### config.mk
export PLATFORM = sky130hd
export DESIGN_NAME = expr_seq_ctrl
export DESIGN_NICKNAME = d
export VERILOG_FILES = /design/src/rtl/expr_pkg.sv /design/src/rtl/expr_char_class.sv /design/src/rtl/expr_seq_ctrl.sv
export SDC_FILE = /design/constraint.sdc
export NUM_CORES = 1
export LEC_CHECK = 0
export CELL_PAD_IN_SITES_DETAIL_PLACEMENT = 1
export CELL_PAD_IN_SITES_GLOBAL_PLACEMENT = 2
export CORE_UTILIZATION = 37
export DETAILED_ROUTE_END_ITERATION = 10
export PLACE_DENSITY = 0.93
export SYNTH_ARGS = -nofsm -noshare
export SYNTH_HDL_FRONTEND = slang
export SYNTH_SLANG_ARGS = --single-unit
### constraint.sdc
create_clock -name clk -period 4.3 [get_ports clk]
set_input_delay 0.43 -clock clk [delete_from_list [all_inputs] [get_ports clk]]
set_output_delay 0.43 -clock clk [all_outputs]
set_load 0.005 [all_outputs]
### src/rtl/expr_pkg.sv
// Shared definitions for the expression sequencer.
//   state_t      : sequencer states (2-bit encoding)
//   CH_*         : ASCII codes of the characters the grammar cares about
//   char_class_t : classification of one input character
// Optional feature macro used by the top: EXPR_SUB_EN (binary "-" operator).
package expr_pkg;

  typedef enum logic [1:0] {
    EXP_DIGIT = 2'd0,
    EXP_OP    = 2'd1,
    ERR       = 2'd2,
    DONE      = 2'd3
  } state_t;

  localparam logic [7:0] CH_0     = 8'h30;
  localparam logic [7:0] CH_9     = 8'h39;
  localparam logic [7:0] CH_PLUS  = 8'h2B;
  localparam logic [7:0] CH_MUL   = 8'h2A;
  localparam logic [7:0] CH_EQ    = 8'h3D;
  localparam logic [7:0] CH_MINUS = 8'h2D;

  typedef enum logic [2:0] {
    CL_DIGIT = 3'd0,
    CL_PLUS  = 3'd1,
    CL_MUL   = 3'd2,
    CL_EQ    = 3'd3,
    CL_MINUS = 3'd4,
    CL_ILL   = 3'd5
  } char_class_t;

endpackage

### src/rtl/expr_char_class.sv
// Combinational character classifier for the expression sequencer.
// Ports:
//   ch    in  8  ASCII character
//   cls   out    character class (char_class_t)
//   digit out 4  numeric value when cls == CL_DIGIT, otherwise 0
// "-" is always reported as CL_MINUS; whether it is legal is decided by the
// top level (EXPR_SUB_EN).
module expr_char_class
  import expr_pkg::*;
(
  input  logic [7:0]  ch,
  output char_class_t cls,
  output logic [3:0]  digit
);

  always_comb begin
    cls   = CL_ILL;
    digit = 4'd0;
    if (ch >= CH_0 && ch <= CH_9) begin
      cls   = CL_DIGIT;
      // '0'..'9' are 0x30..0x39, so the low nibble is the value.
      digit = ch[3:0];
    end else begin
      case (ch)
        CH_PLUS:  cls = CL_PLUS;
        CH_MUL:   cls = CL_MUL;
        CH_EQ:    cls = CL_EQ;
        CH_MINUS: cls = CL_MINUS;
        default:  cls = CL_ILL;
      endcase
    end
  end

endmodule

### src/rtl/expr_seq_ctrl.sv
// Expression sequencer: consumes an ASCII stream of the form
// digit (op digit)* "=" and evaluates it with "*" binding tighter than "+".
// All arithmetic wraps modulo 2^W.
// Ports:
//   clk        in  1  clock
//   clr        in  1  synchronous active-high reset
//   in_valid   in  1  in_char is valid
//   in_char    in  8  ASCII character
//   in_ready   out 1  character accepted this cycle (state != DONE)
//   res_valid  out 1  result/err valid
//   res_ready  in  1  consumer takes the result
//   result     out W  expression value, 0 when err=1
//   err        out 1  malformed or over-long expression
// Optional feature: define EXPR_SUB_EN to accept "-" as a binary operator
// (two's complement result). Without it "-" is an illegal character.
module expr_seq_ctrl
  import expr_pkg::*;
#(
  parameter int W       = 16,
  parameter int MAX_LEN = 32
) (
  input  logic         clk,
  input  logic         clr,
  input  logic         in_valid,
  input  logic [7:0]   in_char,
  output logic         in_ready,
  output logic         res_valid,
  input  logic         res_ready,
  output logic [W-1:0] result,
  output logic         err
);

  localparam int LEN_W = $clog2(MAX_LEN + 1);

  state_t           state;
  logic [W-1:0]     sum;
  logic [W-1:0]     term;
  logic             mul_pend;
  logic [LEN_W-1:0] len;
`ifdef EXPR_SUB_EN
  logic             neg;
`endif

  char_class_t  cls;
  logic [3:0]   digit;
  logic [W-1:0] dval;
  logic         too_long;

  expr_char_class u_class (
    .ch    (in_char),
    .cls   (cls),
    .digit (digit)
  );

  assign dval     = W'(digit);
  assign in_ready = (state != DONE);
  // len already holds MAX_LEN chars, so the one being accepted is one too many.
  assign too_long = (len == LEN_W'(MAX_LEN));

  // Value loaded into term when a digit starts a new product.
  function automatic logic [W-1:0] first_factor(input logic [W-1:0] d,
                                                input logic          is_neg);
    first_factor = is_neg ? ('0 - d) : d;
  endfunction

  always_ff @(posedge clk) begin
    if (clr) begin
      state     <= EXP_DIGIT;
      sum       <= '0;
      term      <= '0;
      mul_pend  <= 1'b0;
      len       <= '0;
      result    <= '0;
      err       <= 1'b0;
      res_valid <= 1'b0;
`ifdef EXPR_SUB_EN
      neg       <= 1'b0;
`endif
    end else if (state == DONE) begin
      // Result is held until the consumer takes it; no char is accepted here.
      if (res_ready) begin
        sum       <= '0;
        term      <= '0;
        mul_pend  <= 1'b0;
        len       <= '0;
        res_valid <= 1'b0;
`ifdef EXPR_SUB_EN
        neg       <= 1'b0;
`endif
        state     <= EXP_DIGIT;
      end
    end else if (in_valid) begin
      // Saturates at MAX_LEN: anything beyond is already an error.
      if (!too_long) len <= len + 1'b1;

      if (too_long) begin
        if (cls == CL_EQ) begin
          state     <= DONE;
          err       <= 1'b1;
          result    <= '0;
          res_valid <= 1'b1;
        end else begin
          state <= ERR;
        end
      end else begin
        case (state)
          EXP_DIGIT: begin
            case (cls)
              CL_DIGIT: begin
`ifdef EXPR_SUB_EN
                term <= mul_pend ? term * dval : first_factor(dval, neg);
`else
                term <= mul_pend ? term * dval : first_factor(dval, 1'b0);
`endif
                state <= EXP_OP;
              end
              CL_EQ: begin
                // Empty expression or trailing operator.
                state     <= DONE;
                err       <= 1'b1;
                result    <= '0;
                res_valid <= 1'b1;
              end
              default: state <= ERR;
            endcase
          end
          EXP_OP: begin
            case (cls)
              CL_PLUS: begin
                sum      <= sum + term;
                mul_pend <= 1'b0;
`ifdef EXPR_SUB_EN
                neg      <= 1'b0;
`endif
                state    <= EXP_DIGIT;
              end
              CL_MUL: begin
                mul_pend <= 1'b1;
                state    <= EXP_DIGIT;
              end
`ifdef EXPR_SUB_EN
              CL_MINUS: begin
                // The sign rides on term, so a following "*" keeps it.
                sum      <= sum + term;
                mul_pend <= 1'b0;
                neg      <= 1'b1;
                state    <= EXP_DIGIT;
              end
`endif
              CL_EQ: begin
                result    <= sum + term;
                err       <= 1'b0;
                res_valid <= 1'b1;
                state     <= DONE;
              end
              default: state <= ERR;
            endcase
          end
          ERR: begin
            if (cls == CL_EQ) begin
              state     <= DONE;
              err       <= 1'b1;
              result    <= '0;
              res_valid <= 1'b1;
            end
          end
          default: state <= state;
        endcase
      end
    end
  end

endmodule

==> run_results.csv <==
group,metric,value,unit
setup_path,crit_slowest_cell,"fa_1",
synth,synth_cell_types,62,
setup_path,critPathArrivalTime,4.36,ns
setup_path,start_kind,"primary input",
synth,synth_most_common_cell,"dfxtp_1",
power,totalPowerFinal,0.001549,W
cts,clock_latency,0.35,ns
power,peakVddDrop,0.0001742,V
grt,grt_pass1_wl,24.19,mm
power,power_density,261.3,nW/um^2
timing,setup_ws,0.1531,ns
timing,slew_violations,0,
timing,slew_headroom,37.86,%
routing,vias_per_cell,5.451,
routing,drtAntennaViolNets,0,
floorplanning,start_util,38.03,%
routing,routedWlPerCell,17.99,um
timing,fmax,241.1,MHz
routing,wirelength,14.52,mm
synth,async_flop_share,0,%
job,maxCapViolCount,0,
grt,grt_use_met2,41.43,%
cts,clockBufferDepth,2,
synth,ys_seq_elements,59,
floorplanning,ios,31,
cts,cts_buffers,9,
cts,cts_root_buf,"clkbuf_16",
grt,top_usage_layer,"met2",
final_layout,seq_area,1181,um^2
grt,grt_max_degree,41,
floorplanning,die-area,13480,um^2
setup_path,cp.required,4.51,ns
final_layout,area_delta_synth_final,23.03,%
timing,hold_viol,0,
synth,netlist_area,4818,um^2
setup_path,endpoint_kind,"register",
synth,synthFlopType,"dfxtp_1",
cts,clock-sinks,59,
floorplanning,fp.dieH,116.1,um
timing,fin_crit_sh,96.44,%
placement,numPortBuffers,30,
grt,globalRouteMet3Util,4.255,%
placement,gp_congestion,0.8476,
synth,postSynthCellCount,575,
floorplanning,core_area,12670,um^2
grt,grt_use_total,23.80,%
worst_hold_path,hold_class,"reg2reg",
synth,synthTopCellsByArea,"dfxtp_1 (25%), fa_1 (11%), ha_1 (9.9%)",
setup_path,cpPeakStageDelay,0.55,ns
cts,clk_pin_slew,0.06,ns
timing,setup_viol,0,
synth,synth_edf_count,0,
routing,num_vias,4399,
synth,syn_nets,651,
routing,drc,0,
cts,htreeDepth,3,
grt,grt_use_met1,29.07,%
timing,worst_slew_pin_slew,0.9321,ns
final_layout,final_util,46.79,%
final_layout,diodes,0,
floorplanning,die_w,116.1,um
status,status,"finished clean",
final_layout,multi_input_area,3430,um^2
grt,antenna_found_initial,0,
timing,finClkSkew,0.01029,ns
routing,firstDrtPassIters,4,
synth,ys_seq_area_share,24.51,%
setup_path,path_max_fanout,8,
synth,yosysTopAreaCellShare,24.51,%
final_layout,drive_gt1_share,12.76,%
grt,grt_pass1_vias,4848,
final_layout,nets,706,
cts,hold_buffers,0,
setup_path,critPathKind,"in2reg",
synth,post_synth.cell_area_avg,8.380,um^2
final_layout,fillerInstances,1503,
synth,yosys.area.top_type,"dfxtp_1",
placement,pre_cts_slack,-0.3991,ns
placement,place_hpwl,10.96,mm
power,leakage,2.710,nW
floorplanning,core.rowCount,41,
grt,overflow,0,
timing,fin_crit,4.147,ns
cts,cts_tree,"built",
setup_path,worstPathCellList,"clkdlybuf4s50_1 > and4bb_4 > and2b_1 > and3_1 > fa_1 > inv_1 > fa_1 > inv_1 > ha_2 > or4_1 > o211ai_1 > o21ba_4 > o22ai_4 > xnor2_1 > a22oi_1 > nor2_1",
synth,ys_top_cells_by_count,"dfxtp_1 (59), inv_1 (56), nor2_1 (53)",
synth,ys.warnings.count,0,
routing,drt_iter0_drc,197,
## sequential cells by signal, indices dropped and copies added (netlist names)
name       cells
err            1
result        16
state          2
term          16
sum           16
res_valid      1
mul_pend       1
len            6
## repair_timing
item | 4_1_cts | 5_1_grt
gates cloned | 1 | 0
setup endpoints to repair | 2 | 8
resized for setup | 2 | 19
pin swaps | 0 | 19
buffers inserted | 1 | 1
## critical path: cells and delay by family
kind            cells  cell delay (ns)
fa+ha+maj           3             1.27
compound gates      4             0.65
xor+xnor            1             0.08
buf+inv             3             0.61
simple gates        5             1.31
## area by class of cell
class	count	area share [%]
well taps	172	3.630
clock inverters	7	1.372
inverters	58	3.672
multi-input cells	437	57.85
clock buffers	9	3.799
flip-flops and latches	59	19.92
repair buffers	65	9.751
## routing by layer
metal | up-vias | share of wire, % | wire length (um)
met5 | - | 0 | 0
met4 | 0 | 2.5 | 368
met3 | 25 | 3.7 | 544
met2 | 75 | 50 | 7253
met1 | 2183 | 44 | 6349
li1 | 2116 | - | -
## power by group
group          internal, W  total [W]  switching, W
clock             0.000458   0.000757      0.000298
sequential        0.000557   0.000573     0.0000157
combinational    0.0000846   0.000219      0.000135
## cell families (layout without fill, tap and decap cells)
logic type / count (synthesis) / count (layout) / share of synthesized area [%]
compound gates: 132 / 132 / 18.98
buf+inv: 80 / 139 / 6.440
flops: 59 / 59 / 24.51
simple gates: 202 / 203 / 22.31
mux: 7 / 7 / 1.454
xor+xnor: 31 / 31 / 5.635
fa+ha+maj: 64 / 64 / 20.67
## path summary, 6_finish.rpt
kind                   start  slack [ns]         end  cells past startpoint
setup reg to reg     term[5]        0.83    term[13]                     13
hold reg to reg   result[15]        0.44  result[15]                      2
hold / removal    result[15]        0.44  result[15]                      2
setup / recovery  in_char[6]        0.15    term[13]                     16
## metrics by stage
stage | area, um^2 | cells | setup TNS (ns) | hold slack [ns]
2_1_floorplan | 4818 | 575 | 0 | 0.4362
3_3_place_gp | 5502 | 788 | -1.254 | 0.4382
3_5_place_dp | 5502 | 788 | -2.332 | 0.4400
4_1_cts | 5829 | 806 | 0 | 0.4488
5_1_grt | 5928 | 807 | -0.04679 | 0.4923
6_report | 5928 | 807 | 0 | 0.4448
## cells in the final DEF (no fill, tap or decap), drive strengths merged, types with 2 or more instances in the layout
cell | netlist | final
o21bai | 2 | 2
o21ai | 16 | 16
a22oi | 20 | 20
a21o | 13 | 13
a211oi | 4 | 4
mux2i | 7 | 7
a22o | 7 | 7
nor2 | 53 | 53
o21a | 6 | 6
and2 | 19 | 19
buf | 6 | 35
nor3b | 2 | 2
dfxtp | 59 | 59
o211ai | 4 | 4
nand3 | 10 | 10
a32o | 6 | 6
nand2 | 48 | 48
o22ai | 3 | 3
and3 | 28 | 28
o311ai | 2 | 2
fa | 26 | 26
inv | 58 | 63
clkbuf | 16 | 9
a31oi | 2 | 2
or4 | 2 | 2
nor3 | 8 | 8
nand4 | 7 | 7
and2b | 2 | 3
nor4 | 3 | 3
nor2b | 3 | 3
a21oi | 38 | 38
xnor2 | 18 | 18
xor2 | 13 | 13
nand2b | 3 | 3
nand3b | 8 | 8
clkdlybuf4s50 | 0 | 29
ha | 38 | 38
No activity file was read; power rests on OpenSTA's default activity.
